===== src/rtl/mem_port_arbiter_if.sv =====
// Bus bundle between the two requesters (bios loader, CPU) and the arbiter,
// plus the arbiter's single RAM port.
interface mem_port_arbiter_if #(
  parameter int unsigned ADDR_WIDTH = 32,
  parameter int unsigned DATA_WIDTH = 32
) ();

  logic                      p0_req;
  logic                      p0_we;
  logic [ADDR_WIDTH-1:0]     p0_addr;
  logic [DATA_WIDTH/8-1:0]   p0_be;
  logic [DATA_WIDTH-1:0]     p0_wdata;
  logic                      p0_gnt;
  logic                      p0_rvalid;
  logic [DATA_WIDTH-1:0]     p0_rdata;

  logic                      p1_req;
  logic                      p1_we;
  logic [ADDR_WIDTH-1:0]     p1_addr;
  logic [DATA_WIDTH/8-1:0]   p1_be;
  logic [DATA_WIDTH-1:0]     p1_wdata;
  logic                      p1_gnt;
  logic                      p1_rvalid;
  logic [DATA_WIDTH-1:0]     p1_rdata;

  logic                      mem_en;
  logic                      mem_we;
  logic [ADDR_WIDTH-1:0]     mem_addr;
  logic [DATA_WIDTH/8-1:0]   mem_be;
  logic [DATA_WIDTH-1:0]     mem_wdata;
  logic [DATA_WIDTH-1:0]     mem_rdata;

  // Arbiter side
  modport slave (
    input  p0_req, p0_we, p0_addr, p0_be, p0_wdata,
    output p0_gnt, p0_rvalid, p0_rdata,
    input  p1_req, p1_we, p1_addr, p1_be, p1_wdata,
    output p1_gnt, p1_rvalid, p1_rdata,
    output mem_en, mem_we, mem_addr, mem_be, mem_wdata,
    input  mem_rdata
  );

  // Requester / RAM environment side
  modport master (
    output p0_req, p0_we, p0_addr, p0_be, p0_wdata,
    input  p0_gnt, p0_rvalid, p0_rdata,
    output p1_req, p1_we, p1_addr, p1_be, p1_wdata,
    input  p1_gnt, p1_rvalid, p1_rdata,
    input  mem_en, mem_we, mem_addr, mem_be, mem_wdata,
    output mem_rdata
  );

endinterface


===== src/rtl/mem_port_arbiter.sv =====
// Two-port arbiter for the unified RAM: bios-only until boot_done, then
// round-robin with a starvation guard; read data routed back via a tag pipeline.
module mem_port_arbiter #(
  parameter int unsigned ADDR_WIDTH = 32,
  parameter int unsigned DATA_WIDTH = 32,
  parameter int unsigned RD_LATENCY = 1,
  parameter int unsigned MAX_WAIT   = 8
) (
  input  logic                clk,
  input  logic                rst,
  input  logic                boot_done,
  mem_port_arbiter_if.slave   bus
);

  localparam int unsigned BE_WIDTH  = DATA_WIDTH / 8;
  localparam int unsigned CNT_WIDTH = $clog2(MAX_WAIT + 1);
  localparam logic [CNT_WIDTH-1:0] WAIT_SAT = CNT_WIDTH'(MAX_WAIT);

  logic                  last_gnt;
  logic [CNT_WIDTH-1:0]  wait_cnt0;
  logic [CNT_WIDTH-1:0]  wait_cnt1;

  logic                  gnt0;
  logic                  gnt1;
  logic                  starve0;
  logic                  starve1;
  logic                  accept;

  logic                  cmd_we;
  logic [ADDR_WIDTH-1:0] cmd_addr;
  logic [BE_WIDTH-1:0]   cmd_be;
  logic [DATA_WIDTH-1:0] cmd_wdata;

  // Stage k holds the tag of the command that was on mem_en k cycles ago.
  logic [RD_LATENCY:0]   tag_valid;
  logic [RD_LATENCY:0]   tag_port;

  // ---------------------------------------------------------------------------
  // Grant
  // ---------------------------------------------------------------------------
  always_comb begin
    gnt0    = 1'b0;
    gnt1    = 1'b0;
    starve0 = bus.p0_req && (wait_cnt0 == WAIT_SAT);
    starve1 = bus.p1_req && (wait_cnt1 == WAIT_SAT);
    if (!boot_done) begin
      gnt0 = bus.p0_req;
    end else if (starve0) begin
      gnt0 = 1'b1;
    end else if (starve1) begin
      gnt1 = 1'b1;
    end else if (bus.p0_req && bus.p1_req) begin
      gnt0 = last_gnt;
      gnt1 = ~last_gnt;
    end else begin
      gnt0 = bus.p0_req;
      gnt1 = bus.p1_req;
    end
  end

  assign bus.p0_gnt = gnt0;
  assign bus.p1_gnt = gnt1;
  assign accept     = gnt0 | gnt1;

  always_comb begin
    cmd_we    = 1'b0;
    cmd_addr  = '0;
    cmd_be    = '0;
    cmd_wdata = '0;
    if (gnt1) begin
      cmd_we    = bus.p1_we;
      cmd_addr  = bus.p1_addr;
      cmd_be    = bus.p1_be;
      cmd_wdata = bus.p1_wdata;
    end else begin
      cmd_we    = bus.p0_we;
      cmd_addr  = bus.p0_addr;
      cmd_be    = bus.p0_be;
      cmd_wdata = bus.p0_wdata;
    end
  end

  // ---------------------------------------------------------------------------
  // Arbitration state
  // ---------------------------------------------------------------------------
  always_ff @(posedge clk or posedge rst) begin
    if (rst) begin
      last_gnt  <= 1'b1;
      wait_cnt0 <= '0;
      wait_cnt1 <= '0;
    end else begin
      if (accept) begin
        last_gnt <= gnt1;
      end

      if (!bus.p0_req || gnt0) begin
        wait_cnt0 <= '0;
      end else if (wait_cnt0 != WAIT_SAT) begin
        wait_cnt0 <= wait_cnt0 + CNT_WIDTH'(1);
      end

      if (!boot_done || !bus.p1_req || gnt1) begin
        wait_cnt1 <= '0;
      end else if (wait_cnt1 != WAIT_SAT) begin
        wait_cnt1 <= wait_cnt1 + CNT_WIDTH'(1);
      end
    end
  end

  // ---------------------------------------------------------------------------
  // Registered RAM command
  // ---------------------------------------------------------------------------
  always_ff @(posedge clk or posedge rst) begin
    if (rst) begin
      bus.mem_en    <= 1'b0;
      bus.mem_we    <= 1'b0;
      bus.mem_addr  <= '0;
      bus.mem_be    <= '0;
      bus.mem_wdata <= '0;
    end else begin
      bus.mem_en <= accept;
      bus.mem_we <= accept & cmd_we;
      if (accept) begin
        bus.mem_addr  <= cmd_addr;
        bus.mem_be    <= cmd_be;
        bus.mem_wdata <= cmd_wdata;
      end
    end
  end

  // ---------------------------------------------------------------------------
  // Read tag pipeline and response routing
  // ---------------------------------------------------------------------------
  always_ff @(posedge clk or posedge rst) begin
    if (rst) begin
      tag_valid <= '0;
      tag_port  <= '0;
    end else begin
      tag_valid <= {tag_valid[RD_LATENCY-1:0], accept & ~cmd_we};
      tag_port  <= {tag_port[RD_LATENCY-1:0], gnt1};
    end
  end

  always_ff @(posedge clk or posedge rst) begin
    if (rst) begin
      bus.p0_rvalid <= 1'b0;
      bus.p1_rvalid <= 1'b0;
      bus.p0_rdata  <= '0;
      bus.p1_rdata  <= '0;
    end else begin
      bus.p0_rvalid <= tag_valid[RD_LATENCY] & ~tag_port[RD_LATENCY];
      bus.p1_rvalid <= tag_valid[RD_LATENCY] &  tag_port[RD_LATENCY];
      if (tag_valid[RD_LATENCY] && !tag_port[RD_LATENCY]) begin
        bus.p0_rdata <= bus.mem_rdata;
      end
      if (tag_valid[RD_LATENCY] && tag_port[RD_LATENCY]) begin
        bus.p1_rdata <= bus.mem_rdata;
      end
    end
  end

endmodule


===== src/flat_wrapper.sv =====
// flat-port wrapper written by rule: the top's interface ports become plain ports
module mem_port_arbiter_flat 
#(
  parameter int unsigned ADDR_WIDTH = 32,
  parameter int unsigned DATA_WIDTH = 32,
  parameter int unsigned RD_LATENCY = 1,
  parameter int unsigned MAX_WAIT   = 8
)
  (clk, rst, boot_done, bus_p0_req, bus_p0_we, bus_p0_addr, bus_p0_be, bus_p0_wdata, bus_p0_gnt, bus_p0_rvalid, bus_p0_rdata, bus_p1_req, bus_p1_we, bus_p1_addr, bus_p1_be, bus_p1_wdata, bus_p1_gnt, bus_p1_rvalid, bus_p1_rdata, bus_mem_en, bus_mem_we, bus_mem_addr, bus_mem_be, bus_mem_wdata, bus_mem_rdata);
  mem_port_arbiter_if #(.ADDR_WIDTH(ADDR_WIDTH), .DATA_WIDTH(DATA_WIDTH)) bus_i ();
  input  logic clk;
  input  logic rst;
  input  logic boot_done;
  input wire logic [$bits(bus_i.p0_req)-1:0] bus_p0_req;
  input wire logic [$bits(bus_i.p0_we)-1:0] bus_p0_we;
  input wire logic [$bits(bus_i.p0_addr)-1:0] bus_p0_addr;
  input wire logic [$bits(bus_i.p0_be)-1:0] bus_p0_be;
  input wire logic [$bits(bus_i.p0_wdata)-1:0] bus_p0_wdata;
  output wire logic [$bits(bus_i.p0_gnt)-1:0] bus_p0_gnt;
  output wire logic [$bits(bus_i.p0_rvalid)-1:0] bus_p0_rvalid;
  output wire logic [$bits(bus_i.p0_rdata)-1:0] bus_p0_rdata;
  input wire logic [$bits(bus_i.p1_req)-1:0] bus_p1_req;
  input wire logic [$bits(bus_i.p1_we)-1:0] bus_p1_we;
  input wire logic [$bits(bus_i.p1_addr)-1:0] bus_p1_addr;
  input wire logic [$bits(bus_i.p1_be)-1:0] bus_p1_be;
  input wire logic [$bits(bus_i.p1_wdata)-1:0] bus_p1_wdata;
  output wire logic [$bits(bus_i.p1_gnt)-1:0] bus_p1_gnt;
  output wire logic [$bits(bus_i.p1_rvalid)-1:0] bus_p1_rvalid;
  output wire logic [$bits(bus_i.p1_rdata)-1:0] bus_p1_rdata;
  output wire logic [$bits(bus_i.mem_en)-1:0] bus_mem_en;
  output wire logic [$bits(bus_i.mem_we)-1:0] bus_mem_we;
  output wire logic [$bits(bus_i.mem_addr)-1:0] bus_mem_addr;
  output wire logic [$bits(bus_i.mem_be)-1:0] bus_mem_be;
  output wire logic [$bits(bus_i.mem_wdata)-1:0] bus_mem_wdata;
  input wire logic [$bits(bus_i.mem_rdata)-1:0] bus_mem_rdata;
  assign bus_i.p0_req = bus_p0_req;
  assign bus_i.p0_we = bus_p0_we;
  assign bus_i.p0_addr = bus_p0_addr;
  assign bus_i.p0_be = bus_p0_be;
  assign bus_i.p0_wdata = bus_p0_wdata;
  assign bus_p0_gnt = bus_i.p0_gnt;
  assign bus_p0_rvalid = bus_i.p0_rvalid;
  assign bus_p0_rdata = bus_i.p0_rdata;
  assign bus_i.p1_req = bus_p1_req;
  assign bus_i.p1_we = bus_p1_we;
  assign bus_i.p1_addr = bus_p1_addr;
  assign bus_i.p1_be = bus_p1_be;
  assign bus_i.p1_wdata = bus_p1_wdata;
  assign bus_p1_gnt = bus_i.p1_gnt;
  assign bus_p1_rvalid = bus_i.p1_rvalid;
  assign bus_p1_rdata = bus_i.p1_rdata;
  assign bus_mem_en = bus_i.mem_en;
  assign bus_mem_we = bus_i.mem_we;
  assign bus_mem_addr = bus_i.mem_addr;
  assign bus_mem_be = bus_i.mem_be;
  assign bus_mem_wdata = bus_i.mem_wdata;
  assign bus_i.mem_rdata = bus_mem_rdata;
  mem_port_arbiter #(.ADDR_WIDTH(ADDR_WIDTH), .DATA_WIDTH(DATA_WIDTH), .RD_LATENCY(RD_LATENCY), .MAX_WAIT(MAX_WAIT)) u_core (.clk(clk), .rst(rst), .boot_done(boot_done), .bus(bus_i));
endmodule

===== config.mk =====
export PLATFORM = sky130hd
export DESIGN_NAME = mem_port_arbiter_flat
export DESIGN_NICKNAME = d
export VERILOG_FILES = /design/src/rtl/mem_port_arbiter_if.sv /design/src/rtl/mem_port_arbiter.sv /design/src/flat_wrapper.sv
export SDC_FILE = /design/constraint.sdc
export NUM_CORES = 1
export LEC_CHECK = 0
export ABC_AREA = 1
export CAP_MARGIN = 0
export CORE_UTILIZATION = 45
export DETAILED_ROUTE_END_ITERATION = 12
export PLACE_DENSITY = 0.85
export SLEW_MARGIN = 0
export SYNTH_ARGS = -nofsm -noshare
export SYNTH_HDL_FRONTEND = slang
export SYNTH_SLANG_ARGS = --single-unit

===== constraint.sdc =====
create_clock -name clk -period 8.15 [get_ports clk]
set_input_delay 0.815 -clock clk [delete_from_list [all_inputs] [get_ports clk]]
set_output_delay 0.815 -clock clk [all_outputs]
set_load 0.01 [all_outputs]

==> flow_metrics.env <==
export IMPL_die_y_um=127.2
export IMPL_drt_iter0_markers=403
export IMPL_routed_wl_um=20540
export IMPL_final_cell_mix="clkdlybuf4s50_1 (312), nand2_1 (278), inv_1 (181), dfrtp_1 (148), nand3_1 (71)"
export IMPL_global_route_wire_length_before_repair_um=33060
export IMPL_ant_nets=0
export IMPL_timing_final_max_slew_violations=0
export IMPL_syn_area_um2=7054
export IMPL_grt_start_max_net_pins=76
export IMPL_routed_wl_met3_um=1989
export IMPL_cts_htree_levels=4
export IMPL_cts_root_buf="clkbuf_16"
export IMPL_unrepaired_setup_endpoints_after_global_routing="no"
export IMPL_comb_power_share_pct=26.1
export IMPL_drt_drc_violations_left=0
export IMPL_cts_sinks=149
export IMPL_cts_hold_repair_buffers=0
export IMPL_post_route_cells_drive_above_1_share_pct=4.174
export IMPL_critPathKind="input port to output port"
export IMPL_area_growth_syn_to_layout_pct=54.40
export IMPL_syn_mean_instance_area_um2=7.803
export IMPL_hold_vio_cnt_final=0
export IMPL_postSynthNetCount=1083
export IMPL_placeableCoreArea_um2=15260
export IMPL_die_ar_um2=16180
export IMPL_tns_ps=0
export IMPL_fin_nets=1364
export IMPL_top_layer="met4"
export IMPL_route_detailed_vias_per_inst=4.914
export IMPL_max_slew_margin_rel_pct=16.24
export IMPL_p_per_area_nw_per_um2=223.0
export IMPL_timing_hold_worst_class="register to register"
export IMPL_detail_route_wl_per_cell_um=14.58
export IMPL_power_sequential_fraction_pct=38.6
export IMPL_cts_buffers=17
export IMPL_cpPeakStageDelay_ps=900
export IMPL_dr_total_vias=6924
export IMPL_antennaDiodeCount=0
export IMPL_dp_hpwl_um=14060
export IMPL_crit_chain="clkdlybuf4s50_1, nand2_1, inv_2, nand3_2, inv_1, clkdlybuf4s50_1"
export IMPL_clock_tree_from_tritoncts="yes"
export IMPL_final_setup_violations=0
export IMPL_floorplan_io_pins=313
export IMPL_placement_io_buffers=312
export IMPL_achievable_frequency_mhz=255.2
export IMPL_netSwitchingPower_mw=0.6648
export IMPL_static_leakage_power_nw=5.565
export IMPL_m1WireLength_um=8208
export IMPL_yosysSeqAreaShare_pct=52.87
export IMPL_gp_congestion=0.8053
export IMPL_fin_worst_hold_slack_ps=351.0
export IMPL_min_period_ps=3918
export IMPL_cts_repair_timing_setup_buffer_count=0
export IMPL_clock_transition_at_the_registers_of_the_reported_paths_ps=60
export IMPL_global_route_usage_total_pct=26.01
export IMPL_num_rows=45
export IMPL_final_common_cell="clkdlybuf4s50_1"
export IMPL_synth_seq_cells=149
export IMPL_drtPass1Iterations=5
export IMPL_cts_resized_gates=0
export IMPL_vias_in_the_first_global_route=6804
export IMPL_critical_path_peak_fanout=73
export IMPL_yosysUniqueCellTypes=23
export IMPL_met2_wire_length_um=9631
export IMPL_power_frac_clock_pct=35.3
export IMPL_worst_slew_pin_transition_ps=1255
export IMPL_arrival_ps=3100
export IMPL_crit_path_frequent_cell="clkdlybuf4s50_1"
export IMPL_synthCells=904
export IMPL_status="completed"
export IMPL_final_min_period_over_clock_period_pct=48.08
export IMPL_cp_data_required_time_ps=7340
export IMPL_clk_latency_ps=410
export IMPL_endpoint_kind="output port"
export IMPL_die_width_um=127.2
export IMPL_antenna_found_initial=0
export IMPL_timing_critical_path_slowest_stage_cell="inv_2"
export IMPL_clock_skew_final_ps=7.646
export IMPL_peak_supply_drop_v=0.0001471
export IMPL_grt_ovfl_total=0
export IMPL_ys_warnings_count=0
export IMPL_sw_frac_of_total_pct=27.37
export IMPL_cts_max_path_buffers=2
export IMPL_cap_viol_max_count=0
export IMPL_initial_core_util_pct=46.23
export IMPL_critical_path_start_type="input port"
export IMPL_cellInternalPower_mw=1.764
==> layer usage <==
layer | GRT usage (%) | vias to the layer above
li1 | - | 3345
met1 | 30.63 | 3195
met2 | 42.70 | 336
met3 | 8.710 | 48
met4 | 12.96 | 0
met5 | 0 | -
==> critical path: cells and delay by family <==
kind / cells / cell delay [ps]
and+or+nand+nor: 2 / 230
buffers and inverters: 4 / 2040
==> cells by family after synthesis <==
kind of cell / Yosys count / synth area share, %
AO/OA/AOI/OAI: 68 / 5.091
XOR/XNOR: 4 / 0.4967
AND/OR/NAND/NOR: 436 / 27.30
buffers and inverters: 243 / 13.53
flip-flops: 149 / 52.87
adder cells (fa/ha/maj): 4 / 0.7095
==> synthesized netlist by cell type <==
master / count / area (um2)
a21oi_1: 2 / 10.01
nor3_1: 2 / 10.01
nor2_1: 10 / 37.54
nand3_2: 2 / 20.02
nand4_1: 70 / 437.9
xnor2_1: 2 / 17.52
nand2_4: 1 / 11.26
o211ai_4: 1 / 21.27
buf_4: 2 / 15.01
inv_2: 6 / 22.52
xor2_1: 2 / 17.52
clkbuf_1: 30 / 112.6
dfrtp_1: 148 / 3704
o211ai_1: 1 / 7.510
buf_2: 22 / 110.1
dfstp_2: 1 / 26.28
nand2_1: 279 / 1047
buf_6: 1 / 11.26
o21ai_0: 64 / 320.3
ha_1: 4 / 50.05
inv_1: 182 / 683.2
nand2_2: 1 / 6.260
nand3_1: 71 / 355.3
==> worst paths after layout <==
path | start | endpoint | slack, ps | depth (start not counted)
worst max-delay path | boot_done | bus_p1_gnt | 4230 | 6
worst min-delay path | u_core.tag_valid[0] | u_core.tag_valid[1] | 350 | 0
worst max register to register | u_core.wait_cnt1[0] | u_core.bus.mem_wdata[6] | 5410 | 9
worst min register to register | u_core.tag_valid[0] | u_core.tag_valid[1] | 350 | 0
max in group asynchronous | rst | u_core.bus.mem_be[0] | 5870 | 3
min in group asynchronous | rst | u_core.bus.p0_rdata[29] | 880 | 2
==> per-stage QoR <==
step | setup slack (ps) | cells | util [%] | power, mW | instance area [um2]
after floorplan | 3329 | 904 | - | 1.186 | 7054
after global routing | 4042 | 1409 | 71.38 | 2.548 | 10890
after CTS | 4237 | 1409 | 71.38 | 2.452 | 10890
final | 4232 | 1409 | 71.38 | 2.429 | 10890
after global placement | 4272 | 1377 | 67.09 | 1.566 | 10240
after detailed placement | 4243 | 1377 | 67.09 | 1.582 | 10240
==> registers in the layout, indices dropped and copies added (netlist names) <==
name                  cells
u_core.wait_cnt0          4
u_core.bus.p1_rdata      32
u_core.bus.p0_rdata      32
u_core.tag_port           2
u_core.tag_valid          2
u_core.bus.mem_wdata     32
u_core.bus.mem_we         1
u_core.bus.mem_be         4
u_core.bus.p0_rvalid      1
u_core.bus.mem_addr      32
u_core.bus.p1_rvalid      1
u_core.bus.mem_en         1
u_core.wait_cnt1          4
u_core.last_gnt           1
==> area by class of cell <==
class,instances,area (um2)
clock buffers,18,429.2
clock inverters,14,225.2
fillers,1148,4367
inverters,188,710.7
multi-input cells,512,2372
flip-flops and latches,149,3730
well taps,211,264.0
repair buffers,317,3161
==> power groups by stage <==
stage	registers, mW	clock network (mW)	logic (mW)
after CTS	0.937	0.875	0.640
final	0.937	0.858	0.634
after detailed placement	0.945	0	0.637
after floorplan	1.00	0	0.185
after global placement	0.943	0	0.624
after global routing	0.949	0.906	0.693
(Power assumes the default switching activity.)
